$ cat config.mk
export PLATFORM = sky130hd
export DESIGN_NAME = rot_enc_ctrl
export DESIGN_NICKNAME = d
export VERILOG_FILES = /design/src/rtl/rot_enc_pkg.sv /design/src/rtl/rot_enc_ctrl_key_debounce.sv /design/src/rtl/rot_enc_ctrl.sv
export SDC_FILE = /design/constraint.sdc
export NUM_CORES = 1
export LEC_CHECK = 0
export CELL_PAD_IN_SITES_DETAIL_PLACEMENT = 0
export CELL_PAD_IN_SITES_GLOBAL_PLACEMENT = 2
export CORE_MARGIN = 2
export CORE_UTILIZATION = 39
export CTS_CLUSTER_DIAMETER = 60
export DETAILED_ROUTE_END_ITERATION = 10
export GPL_ROUTABILITY_DRIVEN = 1
export PLACE_DENSITY_LB_ADDON = 0.1
export SLEW_MARGIN = 20
export SYNTH_ARGS = -nofsm -noshare
export SYNTH_HDL_FRONTEND = slang
export SYNTH_SLANG_ARGS = --single-unit
$ cat constraint.sdc
create_clock -name clk -period 9.17 [get_ports clk]
set_input_delay 1.3755 -clock clk [delete_from_list [all_inputs] [get_ports clk]]
set_output_delay 1.3755 -clock clk [all_outputs]
set_load 0.05 [all_outputs]
$ cat src/rtl/rot_enc_pkg.sv
// Shared types and helpers for the rotary encoder front-panel controller.
package rot_enc_pkg;

  typedef enum logic {
    DIR_CW  = 1'b0,
    DIR_CCW = 1'b1
  } dir_e;

  localparam int QACC_FULL = 4;

  typedef struct packed {
    logic signed [1:0] delta;
    logic              illegal;
  } qstep_t;

  // Position of an A/B state along the CW Gray sequence 00 -> 10 -> 11 -> 01.
  function automatic logic [1:0] gray_idx(input logic [1:0] ab);
    return {ab[0], ab[1] ^ ab[0]};
  endfunction

  function automatic qstep_t qstep(input logic [1:0] prev_ab, input logic [1:0] cur_ab);
    logic [1:0] diff;
    qstep_t     r;
    diff      = gray_idx(cur_ab) - gray_idx(prev_ab);
    r.delta   = 2'b00;
    r.illegal = 1'b0;
    unique case (diff)
      2'd1:    r.delta = 2'b01;
      2'd3:    r.delta = 2'b11;
      2'd2:    r.illegal = 1'b1;
      default: ;
    endcase
    return r;
  endfunction

endpackage

$ cat src/rtl/rot_enc_ctrl_key_debounce.sv
// Two-flop synchroniser plus stability-counter debounce for the push key.
module key_debounce #(
  parameter int unsigned DB_CYCLES = 50000
) (
  input  logic clk,
  input  logic rst,
  input  logic d_i,
  output logic level_o,
  output logic rise_o
);

  localparam int unsigned    CntW    = (DB_CYCLES > 1) ? $clog2(DB_CYCLES) : 1;
  localparam logic [CntW-1:0] CntLast = CntW'(DB_CYCLES - 1);

  logic            meta_q, meta_d;
  logic            sync_q, sync_d;
  logic            level_q, level_d;
  logic            rise_q, rise_d;
  logic [CntW-1:0] cnt_q, cnt_d;

  always_comb begin
    meta_d  = d_i;
    sync_d  = meta_q;
    level_d = level_q;
    rise_d  = 1'b0;
    cnt_d   = cnt_q;
    if (sync_q == level_q) begin
      cnt_d = '0;
    end else if (cnt_q == CntLast) begin
      cnt_d   = '0;
      level_d = ~level_q;
      rise_d  = ~level_q;
    end else begin
      cnt_d = cnt_q + 1'b1;
    end
  end

  always_ff @(posedge clk) begin
    if (rst) begin
      meta_q  <= 1'b0;
      sync_q  <= 1'b0;
      level_q <= 1'b0;
      rise_q  <= 1'b0;
      cnt_q   <= '0;
    end else begin
      meta_q  <= meta_d;
      sync_q  <= sync_d;
      level_q <= level_d;
      rise_q  <= rise_d;
      cnt_q   <= cnt_d;
    end
  end

  assign level_o = level_q;
  assign rise_o  = rise_q;

endmodule

$ cat src/rtl/rot_enc_ctrl.sv
// Quadrature decode, saturating position counter and key press/long-press events.
module rot_enc_ctrl
  import rot_enc_pkg::*;
#(
  parameter int unsigned POS_W       = 16,
  parameter int          POS_MIN     = -32768,
  parameter int          POS_MAX     = 32767,
  parameter int unsigned DB_CYCLES   = 50000,
  parameter int unsigned LONG_CYCLES = 50000000,
  parameter bit          CLR_ON_LONG = 1'b1
) (
  input  logic                    clk,
  input  logic                    rst,
  input  logic                    enc_a_i,
  input  logic                    enc_b_i,
  input  logic                    key_i,
  input  logic                    err_clr_i,
  output logic                    step_o,
  output logic                    dir_o,
  output logic signed [POS_W-1:0] pos_o,
  output logic                    key_level_o,
  output logic                    key_press_o,
  output logic                    key_long_o,
  output logic                    err_o
);

  localparam logic signed [POS_W-1:0] PosMax   = POS_W'(POS_MAX);
  localparam logic signed [POS_W-1:0] PosMin   = POS_W'(POS_MIN);
  localparam logic signed [3:0]       QaccPos  = 4'(QACC_FULL);
  localparam logic signed [3:0]       QaccNeg  = 4'(-QACC_FULL);
  // Hold counter parks one past the threshold so the long event fires once per press.
  localparam int unsigned             HoldW    = $clog2(LONG_CYCLES + 1);
  localparam logic [HoldW-1:0]        HoldLong = HoldW'(LONG_CYCLES - 1);
  localparam logic [HoldW-1:0]        HoldPark = HoldW'(LONG_CYCLES);

  logic [1:0]              ab_meta_q, ab_meta_d;
  logic [1:0]              ab_sync_q, ab_sync_d;
  logic [1:0]              vld_q, vld_d;
  logic [1:0]              prev_ab_q, prev_ab_d;
  logic                    prev_valid_q, prev_valid_d;
  logic signed [3:0]       qacc_q, qacc_d;
  logic                    step_q, step_d;
  dir_e                    dir_q, dir_d;
  logic signed [POS_W-1:0] pos_q, pos_d;
  logic                    err_q, err_d;
  logic [HoldW-1:0]        hold_q, hold_d;
  logic signed [3:0]       qacc_sum;
  qstep_t                  qs;
  logic                    key_level, key_rise, key_long;

  key_debounce #(
    .DB_CYCLES(DB_CYCLES)
  ) u_key_debounce (
    .clk    (clk),
    .rst    (rst),
    .d_i    (key_i),
    .level_o(key_level),
    .rise_o (key_rise)
  );

  assign key_long = key_level && (hold_q == HoldLong);

  always_comb begin
    ab_meta_d    = {enc_a_i, enc_b_i};
    ab_sync_d    = ab_meta_q;
    vld_d        = {vld_q[0], 1'b1};
    prev_ab_d    = prev_ab_q;
    prev_valid_d = prev_valid_q;
    qacc_d       = qacc_q;
    step_d       = 1'b0;
    dir_d        = dir_q;
    err_d        = err_clr_i ? 1'b0 : err_q;
    qs           = qstep(prev_ab_q, ab_sync_q);
    qacc_sum     = qacc_q + {{2{qs.delta[1]}}, qs.delta};

    // vld_q[1] marks the first sample that came through the synchroniser after reset.
    if (vld_q[1]) begin
      prev_ab_d    = ab_sync_q;
      prev_valid_d = 1'b1;
      if (prev_valid_q) begin
        if (qs.illegal) begin
          err_d  = 1'b1;
          qacc_d = '0;
        end else if (ab_sync_q != prev_ab_q) begin
          qacc_d = qacc_sum;
          if (ab_sync_q == 2'b00) begin
            qacc_d = '0;
            if (qacc_sum == QaccPos) begin
              step_d = 1'b1;
              dir_d  = DIR_CW;
            end else if (qacc_sum == QaccNeg) begin
              step_d = 1'b1;
              dir_d  = DIR_CCW;
            end
          end
        end
      end
    end

    pos_d = pos_q;
    if (CLR_ON_LONG && key_long) begin
      pos_d = '0;
    end else if (step_d) begin
      if (dir_d == DIR_CW) begin
        if (pos_q != PosMax) pos_d = pos_q + 1'b1;
      end else begin
        if (pos_q != PosMin) pos_d = pos_q - 1'b1;
      end
    end

    hold_d = hold_q;
    if (!key_level) begin
      hold_d = '0;
    end else if (hold_q != HoldPark) begin
      hold_d = hold_q + 1'b1;
    end
  end

  always_ff @(posedge clk) begin
    if (rst) begin
      ab_meta_q    <= 2'b00;
      ab_sync_q    <= 2'b00;
      vld_q        <= 2'b00;
      prev_ab_q    <= 2'b00;
      prev_valid_q <= 1'b0;
      qacc_q       <= '0;
      step_q       <= 1'b0;
      dir_q        <= DIR_CW;
      pos_q        <= '0;
      err_q        <= 1'b0;
      hold_q       <= '0;
    end else begin
      ab_meta_q    <= ab_meta_d;
      ab_sync_q    <= ab_sync_d;
      vld_q        <= vld_d;
      prev_ab_q    <= prev_ab_d;
      prev_valid_q <= prev_valid_d;
      qacc_q       <= qacc_d;
      step_q       <= step_d;
      dir_q        <= dir_d;
      pos_q        <= pos_d;
      err_q        <= err_d;
      hold_q       <= hold_d;
    end
  end

  assign step_o      = step_q;
  assign dir_o       = dir_q;
  assign pos_o       = pos_q;
  assign key_level_o = key_level;
  assign key_press_o = key_rise;
  assign key_long_o  = key_long;
  assign err_o       = err_q;

endmodule

# Word level (Yosys, flattened, before mapping)

Cells that the tools add are included.

Output and inout port bits: 22
Register bits after elaboration: 78
Bits of input ports: 6
Logic and storage cells: 79

$add $sub $neg: 6
Multiplexer cells: 27
Reduce and logical (&&, ||, !) cells: 11
Bitwise logic cells: 5
Equality and inequality tests: 13

Operator list:

| operator              | number |
|---|---|
| $mux 16               | 3 |
| $add 16x1->16 const B | 2 |
| $ne 16x16->1 const B  | 2 |
| $add 26x1->26 const B | 1 |
| $eq 26x26->1 const B  | 1 |
| $ne 26x26->1 const B  | 1 |
| $mux 1                | 20 |
| $eq 16x16->1 const B  | 1 |
| $sub 16x1->16 const B | 1 |
| $mux 4                | 3 |
| $reduce_and 3->1      | 2 |
| $reduce_or 3->1       | 2 |
| $add 4x4->4           | 1 |
| $eq 2x2->1 const B    | 2 |
| $eq 4x3->1 const B    | 1 |
| $eq 4x4->1 const B    | 1 |
| $pmux 2 s2            | 1 |
| $reduce_bool 2->1     | 2 |
| $reduce_or 2->1       | 2 |
| $not 1->1             | 3 |
| $eq 2x1->1 const B    | 1 |
| $logic_not 2->1       | 1 |
| $ne 2x1->1 const B    | 1 |
| $ne 2x2->1            | 1 |
| other kinds (5)       | 6 |

# Longest topological paths before layout

Depth in word-level cells: 15
Mapped depth: 22
Depth with buffers taken out: 21

# Cells and area by module

From an unflattened synthesis, not the netlist that was laid out.

Cell total of the unflattened synthesis: 491
Area, all modules: 4,420.5 um^2

Modules (own cells, without submodules):

| module       | area an instance (um^2) | seq. area each (um^2) | cells each | instances |
|---|---|---|---|---|
| rot_enc_ctrl | 3,467.1                 | 1,161.1               | 402        | 1 |
| key_debounce | 953.4                   | 400.4                 | 89         | 1 |

# Worst setup path before layout

OpenSTA, ideal clock, no wires.

Kind: register -> register
Start: reg ab_sync_q[0]
End: reg pos_q[15] (netlist: pos_o[15])
Setup slack: 4.265 ns
Arrival time: 4.784 ns
Required time: 9.049 ns
Period minus slack after synthesis: 4.905 ns
Setup time: 0.121 ns
Buffers on the path: 1
Cell stages (with the launch flop): 23
Cell sequence: dfxtp_1 > inv_1 > ha_1 > inv_1 > ha_1 > xor3_2 > and2_4 > xor2_1 > ha_1 > a31oi_1 > xnor2_1 > and4b_1 > buf_2 > mux2i_1 > inv_1 > ha_1 > o21a_1 > nor2_1 > or3b_2 > o21ai_0 > a31oi_1 > mux2i_1 > mux2_2

Cells in the longest elaborated chain, start to end: 15
Elaborated cells between the ends (all ways): 30
Those cells by class: add/sub (2); eq/ne (7); mux (17); bitwise (1); reduce/logical (3)

Ends and longest elaborated chain:

| element                                                          | line                | text |
|---|---|---|
| start, declared                                                  | rot_enc_ctrl.sv:37  | `logic [1:0] ab_sync_q, ab_sync_d;` |
| start signal, assigned                                           | rot_enc_ctrl.sv:134 | `ab_sync_q <= ab_sync_d;` |
| $xor 1x1->1                                                      | rot_enc_pkg.sv:18   | `return {ab[0], ab[1] ^ ab[0]};` |
| $sub 2x2->2                                                      | rot_enc_pkg.sv:24   | `diff = gray_idx(cur_ab) - gray_idx(prev_ab);` |
| $eq 2x2->1 or $eq 2x1->1 (tied branches)                         | rot_enc_pkg.sv:27   | `unique case (diff)` |
| $pmux 2 s2                                                       | rot_enc_pkg.sv:27   |  |
| $add 4x4->4                                                      | rot_enc_ctrl.sv:74  | `qacc_sum = qacc_q + {{2{qs.delta[1]}}, qs.delta};` |
| $eq 4x3->1                                                       | rot_enc_ctrl.sv:91  | `end else if (qacc_sum == QaccNeg) begin` |
| $mux 1                                                           | rot_enc_ctrl.sv:91  |  |
| $mux 1                                                           | rot_enc_ctrl.sv:88  | `if (qacc_sum == QaccPos) begin` |
| $mux 1                                                           | rot_enc_ctrl.sv:86  | `if (ab_sync_q == 2'b00) begin` |
| $mux 1                                                           | rot_enc_ctrl.sv:84  | `end else if (ab_sync_q != prev_ab_q) begin` |
| $mux 1 *                                                         | rot_enc_ctrl.sv:81  | `if (qs.illegal) begin` |
| $mux 1 *                                                         | rot_enc_ctrl.sv:80  | `if (prev_valid_q) begin` |
| $mux 1 *                                                         | rot_enc_ctrl.sv:77  | `if (vld_q[1]) begin` |
| net dir_d                                                        | rot_enc_ctrl.sv:43  | `dir_e dir_q, dir_d;` |
| $ne 2x1->1 (no source line) or $reduce_bool 2->1 (tied branches) | --                  |  |
| $reduce_and 3->1 (no source line)                                | --                  |  |
| end signal, assigned                                             | rot_enc_ctrl.sv:141 | `pos_q <= pos_d;` |
| end, declared                                                    | rot_enc_ctrl.sv:44  | `logic signed [POS_W-1:0] pos_q, pos_d;` |

Mark *: on every way through the listed nets, which the timed path passes. The rest lies on a longest branch.
A chain may end at the register's enable or synchronous reset.

# Worst setup path in the final report

Ends and elaborated chain as after synthesis.

==> reports/metrics.csv <==
metric,value,unit
Antenna Violating Nets Remaining,0,
Area contributors post-synth,"dfxtp_1 38%, nor2_1 7.2%, ha_1 6.9%",
Final Hold Viols,0,
Net Switching,138,uW
Synth async-reset ratio,0,
Synth Area in Adders,0.0742,
Seq pwr share,0.530,
most used flip-flop cell after synthesis,dfxtp_1,
Core ar.,10300,um2
CP Capture Type,register,
Startpoint Class,register,
via count,3349,
final net count,532,
GR Util All Layers,0.169,
synthesized area,4150,um2
layout cell share with drive strength beyond 1,0.0534,
"slowest stage delay, CP",0.48,ns
via count of the first global-routing pass,3263,
Synth Register Bits,78,
PostCTS Resize Cnt,0,
part of the power in the clock network,0.443,
clk root buf,clkbuf_8,
sinks on the clock net,78,
"Clk Latency, worst-skew pair",0.35,ns
Worst-Margin Slew,0.894,ns
post-route minimum period,5.57,ns
post-route non-filler standard cell count,642,
Site Rows,37,
die height,107,um
Placer Congestion,0.735,
status,"finished, final reports clean",
post-synthesis mux area share,0.0468,
CTS tree,yes,
global-route wire length before repair,15500,um
WL/cell,13.8,um
initial antenna violation count,0,
"Avg Cell Area, Syn",8.75,um2
power per cell area,136,nW/um2
worst-case clock skew,0.00844,ns
Cells after Synth,474,
part of the cycle the worst path needs,0.608,
fmax,179,MHz
width of the die,107,um
setup TNS,0,ns
clk slew on worst S/H paths,0.08,ns
crit path DAT,5.81,ns
Worst R2R Path Depth,21,
violation count after the first detailed-routing iteration,129,
"EDFF count, synth",0,
CTS H-tree depth,3,
Worst Setup Path Type,reg -> reg,
final setup vio count,0,
Yosys cell types,51,
CP Cell Sequence,inv_1 > ha_1 > inv_1 > ha_1 > xor3_2 > and2_4 > xor2_1 > ha_1 > a31oi_1 > xnor2_1 > and4b_1 > mux2i_1 > inv_1 > ha_1 > o21a_1 > nor2_1 > or3b_2 > o21ai_0 > a31oi_1 > mux2i_1 > mux2_2,
Num CTS Buffers,9,
Synth area leader,dfxtp_1,
sequential fraction of the synthesis area,0.377,
GRT overflow,0,
RSZ-0062 raised after global routing,false,
Post-CTS Setup Inserts,0,
logic gate share of total power,0.028,
maxcap violations,0,
total die area,11500,um2
Inst Count DP,627,
fin util,0.461,
simple-gate portion of the synthesized area,0.256,
static leakage,0.00183,uW
Ant. Diodes,0,
P&R area growth vs syn,14.7,%
largest family of logic cells by synthesized area,simple AND/OR/NAND/NOR gates,
Rel. slew slack,0.403,
worst path required time,9.41,ns
Ys Warns,0,
Starting Density,0.402,
Pins Over Slew Limit,0,
DRC Markers,0,
DR vias/cell,5.22,
peak supply drop,55.8,uV
Hold Path Stages,1,
Int Power,509,uW
# port buffers,27,
Max Buffers Root-to-Sink,2,
Syn Nets,504,
Sw Share,0.214,
r2r setup slk,3.60,ns
CP Max Fanout,15,
xor/xnor share of the synthesized area,0.114,
Critical-path top delay cell,ha_1,
hold buffers post-CTS,0,
pin count of the biggest net entering global routing,27,
io pins,28,
drt first pass iters,4,
detailed placement HPWL,6240,um
Synth Area in Compound Gates,0.106,
final WL,8850,um
"Top cell by count, worst path",ha_1,
top-area cell type share of the netlist area,0.377,
Hold Crit Class,reg -> reg,
## metrics by stage
stage | hold WS [ns] | cell area [um2] | power (uW) | setup WS [ns]
floorplan | 0.414 | 4150 | 363 | 4.27
global placement | 0.430 | 4540 | 369 | 3.83
detailed placement | 0.423 | 4540 | 369 | 3.69
CTS | 0.442 | 4750 | 656 | 3.60
global route | 0.476 | 4750 | 674 | 3.24
finish | 0.437 | 4750 | 647 | 3.60
## metal layers
layer  wire length [um]  track usage  up-vias
met5                  0            0        -
met4                124       0.0501        0
met3                312       0.0419       14
met2               4010        0.262       48
met1               4400        0.233     1570
li1                   -            -     1717
## worst max-delay path: cells and delay by family (launching register included)
family,cells,cell delay [ns]
fa+ha+maj,4,1.10
buf+inv,3,0.47
mux,3,0.88
flops,1,0.41
xor+xnor,3,0.64
simple gates,4,1.09
compound gates,4,0.88
## placed cells by master, fill, tap and decap left out, types with 5 or more instances in the layout
cell and count:
nor2b_1 11, xor2_1 30, ha_1 23, nand4_1 13, clkbuf_8 10, dfxtp_1 78, a211oi_1 5, a21oi_1 17
clkdlybuf4s50_1 27, nand2_1 29, mux2i_1 16, and4_1 8, inv_1 18, nor2_1 80, xnor2_1 21, nand3_1 17
o21ai_0 13, nor4_1 7, a21o_1 7, and3_1 8, nor3_1 11
## logic make-up after synthesis
kind of cell             Yosys count
AND/OR/NAND/NOR                  210
flip-flops                        78
AO/OA/AOI/OAI                     63
XOR/XNOR                          52
buffers and inverters             28
adder cells (fa/ha/maj)           24
multiplexers                      19
## flip-flops by register name, summed over array words and instances, names as in the netlist
register and flops:
ab_meta_q 2, ab_sync_q 2, dir_o 1, err_o 1, hold_q 26, pos_o 16, prev_ab_q 2, prev_valid_q 1
qacc_q 4, step_o 1, u_key_debounce.cnt_q 16, u_key_debounce.level_o 1, u_key_debounce.meta_q 1, u_key_debounce.rise_o 1, u_key_debounce.sync_q 1, vld_q 2
## synth_stat cells (all sizes together) (13+ instances only)
cell and n:
mux2i 16, ha 23, nand2 29, nand3 17, nand4 13, xnor2 21
nor2 80, xor2 30, dfxtp 78, o21ai 14, a21oi 17, inv 18
## power groups by stage
stage	combinational, uW	sequential, uW	clock, uW
after global placement	18.0	351	0
after detailed placement	18.0	351	0
after CTS	18.1	343	296
after global routing	20.1	343	311
after floorplan	13.0	350	0
final	17.9	343	286
## layout make-up
class                      instances  area [um2]
clock buffer                      12         145
timing repair buffer              27         270
inverter                          18        67.6
multi-input combinational        368        2470
tap                              136         170
sequential                        78        1560
fill                            1039        5570
clock inverter                     3        68.8
## final timing paths
path | startpoint | end
worst max-delay path | ab_sync_q[0]$_SDFF_PP0_ | pos_o[15]$_SDFFE_PP0P_
worst min-delay path | vld_q[0]$_DFF_P_ | vld_q[1]$_SDFF_PP0_
worst max register to register | ab_sync_q[0]$_SDFF_PP0_ | pos_o[15]$_SDFFE_PP0P_
worst min register to register | vld_q[0]$_DFF_P_ | vld_q[1]$_SDFF_PP0_
Note: power is estimated with default switching activity, not from simulation.
